`src/rtl/pic16f84_cycle_sequencer_if.sv`:
```
// Signal bundle between the PIC16F84 cycle sequencer and its neighbours: phase strobes,
// program ROM fetch, redirect requests from the execute unit and the pipeline outputs.
interface pic16f84_cycle_sequencer_if #(
  parameter int unsigned PC_WIDTH    = 13,
  parameter int unsigned INSTR_WIDTH = 14
);
  logic                   q1;
  logic                   q2;
  logic                   q3;
  logic                   q4;
  logic                   hold;
  logic [INSTR_WIDTH-1:0] prog_data;
  logic                   branch_req;
  logic [PC_WIDTH-1:0]    branch_target;
  logic                   skip_req;
  logic                   irq_req;
  logic [PC_WIDTH-1:0]    pc;
  logic [INSTR_WIDTH-1:0] ir;
  logic                   ir_valid;
  logic                   irq_ack;
  logic [PC_WIDTH-1:0]    ret_pc;
  logic                   phase_err;

  // The sequencer is the master: it consumes strobes/requests and drives the fetch side.
  modport master (
    input  q1, q2, q3, q4, hold, prog_data, branch_req, branch_target, skip_req, irq_req,
    output pc, ir, ir_valid, irq_ack, ret_pc, phase_err
  );

  modport slave (
    output q1, q2, q3, q4, hold, prog_data, branch_req, branch_target, skip_req, irq_req,
    input  pc, ir, ir_valid, irq_ack, ret_pc, phase_err
  );
endinterface

```
`src/rtl/pic16f84_cycle_sequencer.sv`:
```
// PIC16F84 instruction-cycle sequencer: two-stage fetch/execute pipeline driven by Q1..Q4
// strobes, owning the PC, fetch buffer and IR, with branch/interrupt/skip redirects on Q4.
module pic16f84_cycle_sequencer #(
  parameter int unsigned         PC_WIDTH    = 13,
  parameter int unsigned         INSTR_WIDTH = 14,
  parameter logic [PC_WIDTH-1:0] RESET_VEC   = 'h000,
  parameter logic [PC_WIDTH-1:0] IRQ_VEC     = 'h004
) (
  input  logic                          clk,
  input  logic                          rst,
  pic16f84_cycle_sequencer_if.master    bus
);

  typedef enum logic [1:0] {
    EV_NONE,
    EV_Q1,
    EV_Q4,
    EV_MULTI
  } phase_ev_e;

  phase_ev_e              w_ev;
  logic [3:0]             w_strobes;

  logic [PC_WIDTH-1:0]    r_pc,        w_pc_nxt;
  logic [INSTR_WIDTH-1:0] r_ir,        w_ir_nxt;
  logic                   r_ir_valid,  w_ir_valid_nxt;
  logic [INSTR_WIDTH-1:0] r_fetch_buf, w_fetch_buf_nxt;
  logic                   r_fetch_valid, w_fetch_valid_nxt;
  logic                   r_irq_ack,   w_irq_ack_nxt;
  logic [PC_WIDTH-1:0]    r_ret_pc,    w_ret_pc_nxt;
  logic                   r_phase_err, w_phase_err_nxt;

  assign w_strobes = {bus.q1, bus.q2, bus.q3, bus.q4};

  // Q2/Q3 belong to the execute unit, so they decode to no sequencer action.
  always_comb begin
    w_ev = EV_NONE;
    if (!bus.hold) begin
      if ($countones(w_strobes) > 1) w_ev = EV_MULTI;
      else if (bus.q1)               w_ev = EV_Q1;
      else if (bus.q4)               w_ev = EV_Q4;
    end
  end

  // NOTE: every next-state signal takes its hold value first, so no path leaves it unassigned
  // and no latch is inferred.
  always_comb begin
    w_pc_nxt          = r_pc;
    w_ir_nxt          = r_ir;
    w_ir_valid_nxt    = r_ir_valid;
    w_fetch_buf_nxt   = r_fetch_buf;
    w_fetch_valid_nxt = r_fetch_valid;
    w_irq_ack_nxt     = r_irq_ack;
    w_ret_pc_nxt      = r_ret_pc;
    w_phase_err_nxt   = r_phase_err;

    case (w_ev)
      EV_MULTI: w_phase_err_nxt = 1'b1;
      EV_Q1: begin
        w_ir_nxt       = r_fetch_buf;
        w_ir_valid_nxt = r_fetch_valid;
        w_irq_ack_nxt  = 1'b0;
      end
      EV_Q4: begin
        // Redirects only come from a live instruction; a flushed cycle always fetches.
        if (r_ir_valid && bus.branch_req) begin
          w_pc_nxt          = bus.branch_target;
          w_fetch_valid_nxt = 1'b0;
        end else if (r_ir_valid && bus.irq_req) begin
          w_ret_pc_nxt      = r_pc;
          w_pc_nxt          = IRQ_VEC;
          w_fetch_valid_nxt = 1'b0;
          w_irq_ack_nxt     = 1'b1;
        end else begin
          w_fetch_buf_nxt   = bus.prog_data;
          w_fetch_valid_nxt = !(r_ir_valid && bus.skip_req);
          w_pc_nxt          = r_pc + PC_WIDTH'(1);
        end
      end
      default: ;
    endcase
  end

  // NOTE: sequential state uses non-blocking assignments so all registers update together
  // from the values present before the edge.
  always_ff @(posedge clk) begin
    if (rst) begin
      r_pc          <= RESET_VEC;
      r_ir          <= '0;
      r_ir_valid    <= 1'b0;
      r_fetch_buf   <= '0;
      r_fetch_valid <= 1'b0;
      r_irq_ack     <= 1'b0;
      r_ret_pc      <= '0;
      r_phase_err   <= 1'b0;
    end else begin
      r_pc          <= w_pc_nxt;
      r_ir          <= w_ir_nxt;
      r_ir_valid    <= w_ir_valid_nxt;
      r_fetch_buf   <= w_fetch_buf_nxt;
      r_fetch_valid <= w_fetch_valid_nxt;
      r_irq_ack     <= w_irq_ack_nxt;
      r_ret_pc      <= w_ret_pc_nxt;
      r_phase_err   <= w_phase_err_nxt;
    end
  end

  assign bus.pc        = r_pc;
  assign bus.ir        = r_ir;
  assign bus.ir_valid  = r_ir_valid;
  assign bus.irq_ack   = r_irq_ack;
  assign bus.ret_pc    = r_ret_pc;
  assign bus.phase_err = r_phase_err;

endmodule

```
`src/flat_wrapper.sv`:
```
// flat-port wrapper written by rule: the top's interface ports become plain ports
module pic16f84_cycle_sequencer_flat 
#(
  parameter int unsigned         PC_WIDTH    = 13,
  parameter int unsigned         INSTR_WIDTH = 14,
  parameter logic [PC_WIDTH-1:0] RESET_VEC   = 'h000,
  parameter logic [PC_WIDTH-1:0] IRQ_VEC     = 'h004
)
  (clk, rst, bus_q1, bus_q2, bus_q3, bus_q4, bus_hold, bus_prog_data, bus_branch_req, bus_branch_target, bus_skip_req, bus_irq_req, bus_pc, bus_ir, bus_ir_valid, bus_irq_ack, bus_ret_pc, bus_phase_err);
  pic16f84_cycle_sequencer_if #(.PC_WIDTH(PC_WIDTH), .INSTR_WIDTH(INSTR_WIDTH)) bus_i ();
  input  logic clk;
  input  logic rst;
  input wire logic [$bits(bus_i.q1)-1:0] bus_q1;
  input wire logic [$bits(bus_i.q2)-1:0] bus_q2;
  input wire logic [$bits(bus_i.q3)-1:0] bus_q3;
  input wire logic [$bits(bus_i.q4)-1:0] bus_q4;
  input wire logic [$bits(bus_i.hold)-1:0] bus_hold;
  input wire logic [$bits(bus_i.prog_data)-1:0] bus_prog_data;
  input wire logic [$bits(bus_i.branch_req)-1:0] bus_branch_req;
  input wire logic [$bits(bus_i.branch_target)-1:0] bus_branch_target;
  input wire logic [$bits(bus_i.skip_req)-1:0] bus_skip_req;
  input wire logic [$bits(bus_i.irq_req)-1:0] bus_irq_req;
  output wire logic [$bits(bus_i.pc)-1:0] bus_pc;
  output wire logic [$bits(bus_i.ir)-1:0] bus_ir;
  output wire logic [$bits(bus_i.ir_valid)-1:0] bus_ir_valid;
  output wire logic [$bits(bus_i.irq_ack)-1:0] bus_irq_ack;
  output wire logic [$bits(bus_i.ret_pc)-1:0] bus_ret_pc;
  output wire logic [$bits(bus_i.phase_err)-1:0] bus_phase_err;
  assign bus_i.q1 = bus_q1;
  assign bus_i.q2 = bus_q2;
  assign bus_i.q3 = bus_q3;
  assign bus_i.q4 = bus_q4;
  assign bus_i.hold = bus_hold;
  assign bus_i.prog_data = bus_prog_data;
  assign bus_i.branch_req = bus_branch_req;
  assign bus_i.branch_target = bus_branch_target;
  assign bus_i.skip_req = bus_skip_req;
  assign bus_i.irq_req = bus_irq_req;
  assign bus_pc = bus_i.pc;
  assign bus_ir = bus_i.ir;
  assign bus_ir_valid = bus_i.ir_valid;
  assign bus_irq_ack = bus_i.irq_ack;
  assign bus_ret_pc = bus_i.ret_pc;
  assign bus_phase_err = bus_i.phase_err;
  pic16f84_cycle_sequencer #(.PC_WIDTH(PC_WIDTH), .INSTR_WIDTH(INSTR_WIDTH), .RESET_VEC(RESET_VEC), .IRQ_VEC(IRQ_VEC)) u_core (.clk(clk), .rst(rst), .bus(bus_i));
endmodule
```
`config.mk`:
```
export PLATFORM = sky130hd
export DESIGN_NAME = pic16f84_cycle_sequencer_flat
export DESIGN_NICKNAME = d
export VERILOG_FILES = /design/src/rtl/pic16f84_cycle_sequencer_if.sv /design/src/rtl/pic16f84_cycle_sequencer.sv /design/src/flat_wrapper.sv
export SDC_FILE = /design/constraint.sdc
export NUM_CORES = 1
export LEC_CHECK = 0
export ABC_AREA = 1
export BUFFER_PORTS_ARGS = -buffer_cell sky130_fd_sc_hd__buf_2
export CAP_MARGIN = 40
export CORE_MARGIN = 5
export CORE_UTILIZATION = 55
export CTS_CLUSTER_DIAMETER = 40
export DETAILED_ROUTE_END_ITERATION = 16
export MAX_ROUTING_LAYER = met4
export PLACE_DENSITY = 0.85
export REMOVE_ABC_BUFFERS = 1
export SYNTH_ARGS = -nofsm -noshare
export SYNTH_HDL_FRONTEND = slang
export SYNTH_SLANG_ARGS = --single-unit
```
`constraint.sdc`:
```
create_clock -name clk -period 6.7 [get_ports clk]
set_input_delay 0.67 -clock clk [delete_from_list [all_inputs] [get_ports clk]]
set_output_delay 0.67 -clock clk [all_outputs]
set_load 0.01 [all_outputs]
```
# Yosys cells after proc, flatten, opt, wreduce, memory -nomap -nowiden
# Cells that the tools add are included.
[totals] register_bits=58 in_bits=37 output_inout_bits=43
[classes] add_sub_neg=4 n_lt_le_gt_ge=1 n_eq_ne=5 muxes=11 n_bitwise=2 n_reduce_logical=8
[ops] operator="$add A32 B32 Y32" n=1
[ops] operator="$gt A32 B2 Y1 const B" n=1
[ops] operator="$mux W13" n=2
[ops] operator="$add A13 B1 Y13 const B" n=1
[ops] operator="$reduce_and A3 Y1" n=3
[ops] operator="$mux W2" n=4
[ops] operator="$add A1 B1 Y2" n=2
[ops] operator="$eq A2 B2 Y1 const B" n=2
[ops] operator="$mux W1" n=4
[ops] operator="$logic_and A1 B1 Y1" n=3
[ops] operator="$eq A2 B1 Y1 const B" n=1
[ops] operator="$ne A2 B1 Y1 const B" n=1
[ops] operator="$ne A2 B2 Y1 const B" n=1
[ops] operator="$not A1 Y1" n=2
[ops] operator="$pmux W1 S2" n=1
[ops] operator="$reduce_bool A2 Y1" n=1
[ops] operator="$logic_not A1 Y1" n=1

# Longest topological paths before layout
[logic_depth] ltp_word=8 depth_mapped=14

# Worst setup path after synthesis
# OpenSTA, ideal clock, no wires.
[synth_path] path_type="input -> register" from="input port bus_q2" to="register u_core.r_fetch_buf[10]" arrival_time_ps=2669 required_ps=6630 slack_ps=3961 path_stages=11 path_buffers=2 path_cell_list="ha_1 -> nand2_1 -> inv_1 -> fa_1 -> nor2_1 -> a21oi_1 -> ha_1 -> buf_4 -> buf_1 -> nand3_1 -> a21oi_1"
[synth_between] elab_chain_len=7
[synth_lines] item="start: declaration" line_no="flat_wrapper.sv:14" source="input wire logic [$bits(bus_i.q2)-1:0] bus_q2;"
[synth_lines] item="$add A1 B1 Y2 (not written as such)" line_no="pic16f84_cycle_sequencer.sv:39" source="if ($countones(w_strobes) > 1) w_ev = EV_MULTI;"
[synth_lines] item="$add A32 B32 Y32 (not written as such)" line_no="pic16f84_cycle_sequencer.sv:39"
[synth_lines] item="$gt A32 B2 Y1" line_no="pic16f84_cycle_sequencer.sv:39"
[synth_lines] item="$mux W2" line_no="pic16f84_cycle_sequencer.sv:39"
[synth_lines] item="$mux W2" line_no="pic16f84_cycle_sequencer.sv:38" source="if (!bus.hold) begin"
[synth_lines] item="$eq A2 B2 Y1" line_no="pic16f84_cycle_sequencer.sv:57" source="case (w_ev)"
[synth_lines] item="$reduce_and A3 Y1 (no source line)"
[synth_lines] item="end signal: assignment" line_no="pic16f84_cycle_sequencer.sv:100" source="r_fetch_buf <= w_fetch_buf_nxt;"
[synth_lines] item="end: declaration" line_no="pic16f84_cycle_sequencer.sv:27" source="logic [INSTR_WIDTH-1:0] r_fetch_buf, w_fetch_buf_nxt;"
# Every way passes these cells.
# A chain may end at the register's enable or synchronous reset.

# Final worst setup path
[layout_path] from="input port bus_q4" to="register u_core.r_ret_pc[9], in the netlist u_core.bus.ret_pc[9]"
[layout_between] elab_chain_len=7
[layout_lines] item="start: declaration" line_no="flat_wrapper.sv:16" source="input wire logic [$bits(bus_i.q4)-1:0] bus_q4;"
[layout_lines] item="$add A1 B1 Y2 (not written as such)" line_no="pic16f84_cycle_sequencer.sv:39"
[layout_lines] item="$add A32 B32 Y32 (not written as such)" line_no="pic16f84_cycle_sequencer.sv:39"
[layout_lines] item="$gt A32 B2 Y1" line_no="pic16f84_cycle_sequencer.sv:39"
[layout_lines] item="$mux W2 *" line_no="pic16f84_cycle_sequencer.sv:39"
[layout_lines] item="$mux W2 *" line_no="pic16f84_cycle_sequencer.sv:38"
[layout_lines] item="$eq A2 B2 Y1 *" line_no="pic16f84_cycle_sequencer.sv:57"
[layout_lines] item="$reduce_and A3 Y1 (no source line) *"
[layout_lines] item="end signal: assignment" line_no="pic16f84_cycle_sequencer.sv:103" source="r_ret_pc <= w_ret_pc_nxt;"
[layout_lines] item="end: declaration" line_no="pic16f84_cycle_sequencer.sv:30" source="logic [PC_WIDTH-1:0] r_ret_pc, w_ret_pc_nxt;"
# Every way passes the cells marked *; elsewhere a longest branch is shown, timed or not.

==> metrics.yaml <==
outcome: "complete, no violations"
seq_area_frac_synth: 0.4415
grt-ovfl-total: 0
slew_violations: 0
drc: 0
cts_resized: 0
drive_gt1_frac: 0.2483
finalSetupViolCount: 0
gp_routability_congestion: 0.8878
grt_setup_unrepaired: "false"
wire_per_inst_um: 13.87
grtUsageTotal: 0.2369
clock_sinks: 58
dp_cells: 473
start_util: 0.5605
worst_pin_slew_ns: 0.9071
fin_ws_ns: 3.390
grt_antenna_before_repair: 0
clk_pin_slew_ns: 0.07
path_cells: "buf_2 -> ha_1 -> nand2_1 -> inv_1 -> fa_1 -> nor2_1 -> a21oi_1 -> ha_1 -> nand3_2 -> inv_2 -> o21ai_0 -> a21oi_1"
yosysWarningCount: 0
first_pass_iters: 4
critical_path_arrival_ns: 3.57
startpoint_type: "primary input"
crit_path_end_kind: "register"
yosysUniqueCellTypes: 26
postRouteWirelength_um: 6781
coreArea_mm2: 0.004692
worstRegToRegCells: 6
finalCritPeriodShare: 0.4941
ir_worst_vdd_uv: 206.6
std_cell_rows: 25
grt_max_degree: 32
root_buffer: "clkbuf_8"
fin_skew_ns: 0.005087
grt_pass1_vias: 2568
syn_inst: 358
io_buffers: 79
power.density_mw_per_mm2: 287.8
critPathMaxFanout: 24
die_w_um: 79.15
htreeDepth: 3
min_path_cells: 2
final_nets: 475
area_growth_pct: 23.41
p_leak_uw: 0.001533
dieArea_mm2: 0.006265
drt_iter0_drc: 150
setup_tns_ns: 0
vias_per_cell: 5.204
hold_class: "reg -> reg"
maxCapViolations: 0
total_power_uw: 933.9
clockBufferDepth: 2
critPathMaxStageDelay_ns: 0.76
timing.final.hold_violations: 0
slew_headroom: 0.3953
clock.fmax_ghz: 0.3021
io-pin-count: 80
diodes: 0
postRouteAntennaNets: 0
cts_hold_buf: 0
min_period_ns: 3.310
grt_pass1_wl_um: 11320
fin_cells: 489
cts_tree: "yes"
cp_slowest_cell: "ha_1"
clk_latency_ns: 0.34
post-cts-setup-buffer-count: 0
postSynthAreaPerCell_um2: 7.346
dpl.hpwl_um: 4598
syn_area_mm2: 0.002630
crit_type: "in -> reg"
critPathRequiredTime_ns: 6.96
numCtsBuffers: 9
vias: 2545
pre_cts_slack_ns: 3.082
ys_ff_latch: 58
fp.dieH_um: 79.15
[state kept, by name (all words and copies together) (netlist names)]
| register | count |
|---|---|
| u_core.bus.ir | 14 |
| u_core.bus.ir_valid | 1 |
| u_core.bus.irq_ack | 1 |
| u_core.bus.pc | 13 |
| u_core.bus.phase_err | 1 |
| u_core.bus.ret_pc | 13 |
| u_core.r_fetch_buf | 14 |
| u_core.r_fetch_valid | 1 |
[report_power, final]
part / switching, µW / internal (µW)
Clock: 145 / 247
Combinational: 92.8 / 56.1
Sequential: 21.3 / 372
Total: 259 / 675
[placed cells by master (no fill, tap or decap)]
cell and n:
clkinvlp_4 1, nand2_4 1, inv_2 2, nor2_1 48, o21ai_1 7, nand2_8 1, o21ai_0 38, nand4_1 4
bufinv_16 3, nand2_1 62, dfxtp_1 58, fa_1 1, clkinv_2 2, buf_2 79, buf_16 1, a21oi_1 39
nand2_2 4, nand3_2 1, inv_6 2, nand3_1 27, clkbuf_8 9, a31oi_1 6, inv_1 27, clkinv_1 1
o211ai_1 2, nor2_2 2, ha_1 7
[cell type report]
| class | instances | area (µm²) |
|---|---|---|
| well taps | 54 | 67.56 |
| repair buffers | 80 | 422.9 |
| clock inverters | 7 | 116.4 |
| fillers | 407 | 1446 |
| flip-flops and latches | 58 | 1161 |
| inverters | 31 | 121.4 |
| multi-input cells | 250 | 1232 |
| clock buffers | 9 | 123.9 |
[synth_stat cells (all sizes together)]
cell / n / share of area
a21oi: 39 / 0.074
nand4: 4 / 0.0095
clkinv: 1 / 0.0014
a31oi: 6 / 0.014
buf: 11 / 0.032
ha: 7 / 0.033
inv: 30 / 0.045
o21ai: 45 / 0.086
nand3: 28 / 0.055
nor2: 50 / 0.073
clkbuf: 8 / 0.011
nand2: 68 / 0.11
dfxtp: 58 / 0.44
fa: 1 / 0.0076
o211ai: 2 / 0.0057
[critical path: cells and delay by family]
family                     cells  cell delay, ns
AOI/OAI and AO/OA              3            0.57
and+or+nand+nor                3            0.31
buffers and inverters          3            0.49
adders and majority gates      3            1.53
[metal layers]
metal / vias up / part of all wire / track usage
li1: 1324 / - / -
met4: 0 / 0.014 / 0.09794
met2: 72 / 0.49 / 0.3990
met3: 11 / 0.061 / 0.06576
met1: 1138 / 0.43 / 0.2647
met5: - / 0 / -
[worst paths after layout]
path	from	to	slack [ns]
min	u_core.bus.irq_ack	u_core.bus.irq_ack	0.46
min reg2reg	u_core.bus.irq_ack	u_core.bus.irq_ack	0.46
max reg2reg	u_core.bus.pc[0]	u_core.bus.pc[8]	5.14
max	bus_q4	u_core.bus.ret_pc[9]	3.39
[through the flow]
stage | utilization | instance area (µm²) | hold WS [ns]
floorplan | - | 2515 | 0.4349
global route | 0.6917 | 3246 | 0.4879
CTS | 0.6917 | 3246 | 0.4650
detailed placement | 0.6405 | 3005 | 0.4556
finish | 0.6917 | 3246 | 0.4648
global placement | 0.6347 | 2978 | 0.4485
[kinds of logic after synthesis]
group,synth area share
fa+ha+maj,0.04091
buf+inv,0.08992
flops,0.4415
compound gates,0.1798
simple gates,0.2479
Note: power is estimated with default switching activity, not from simulation.
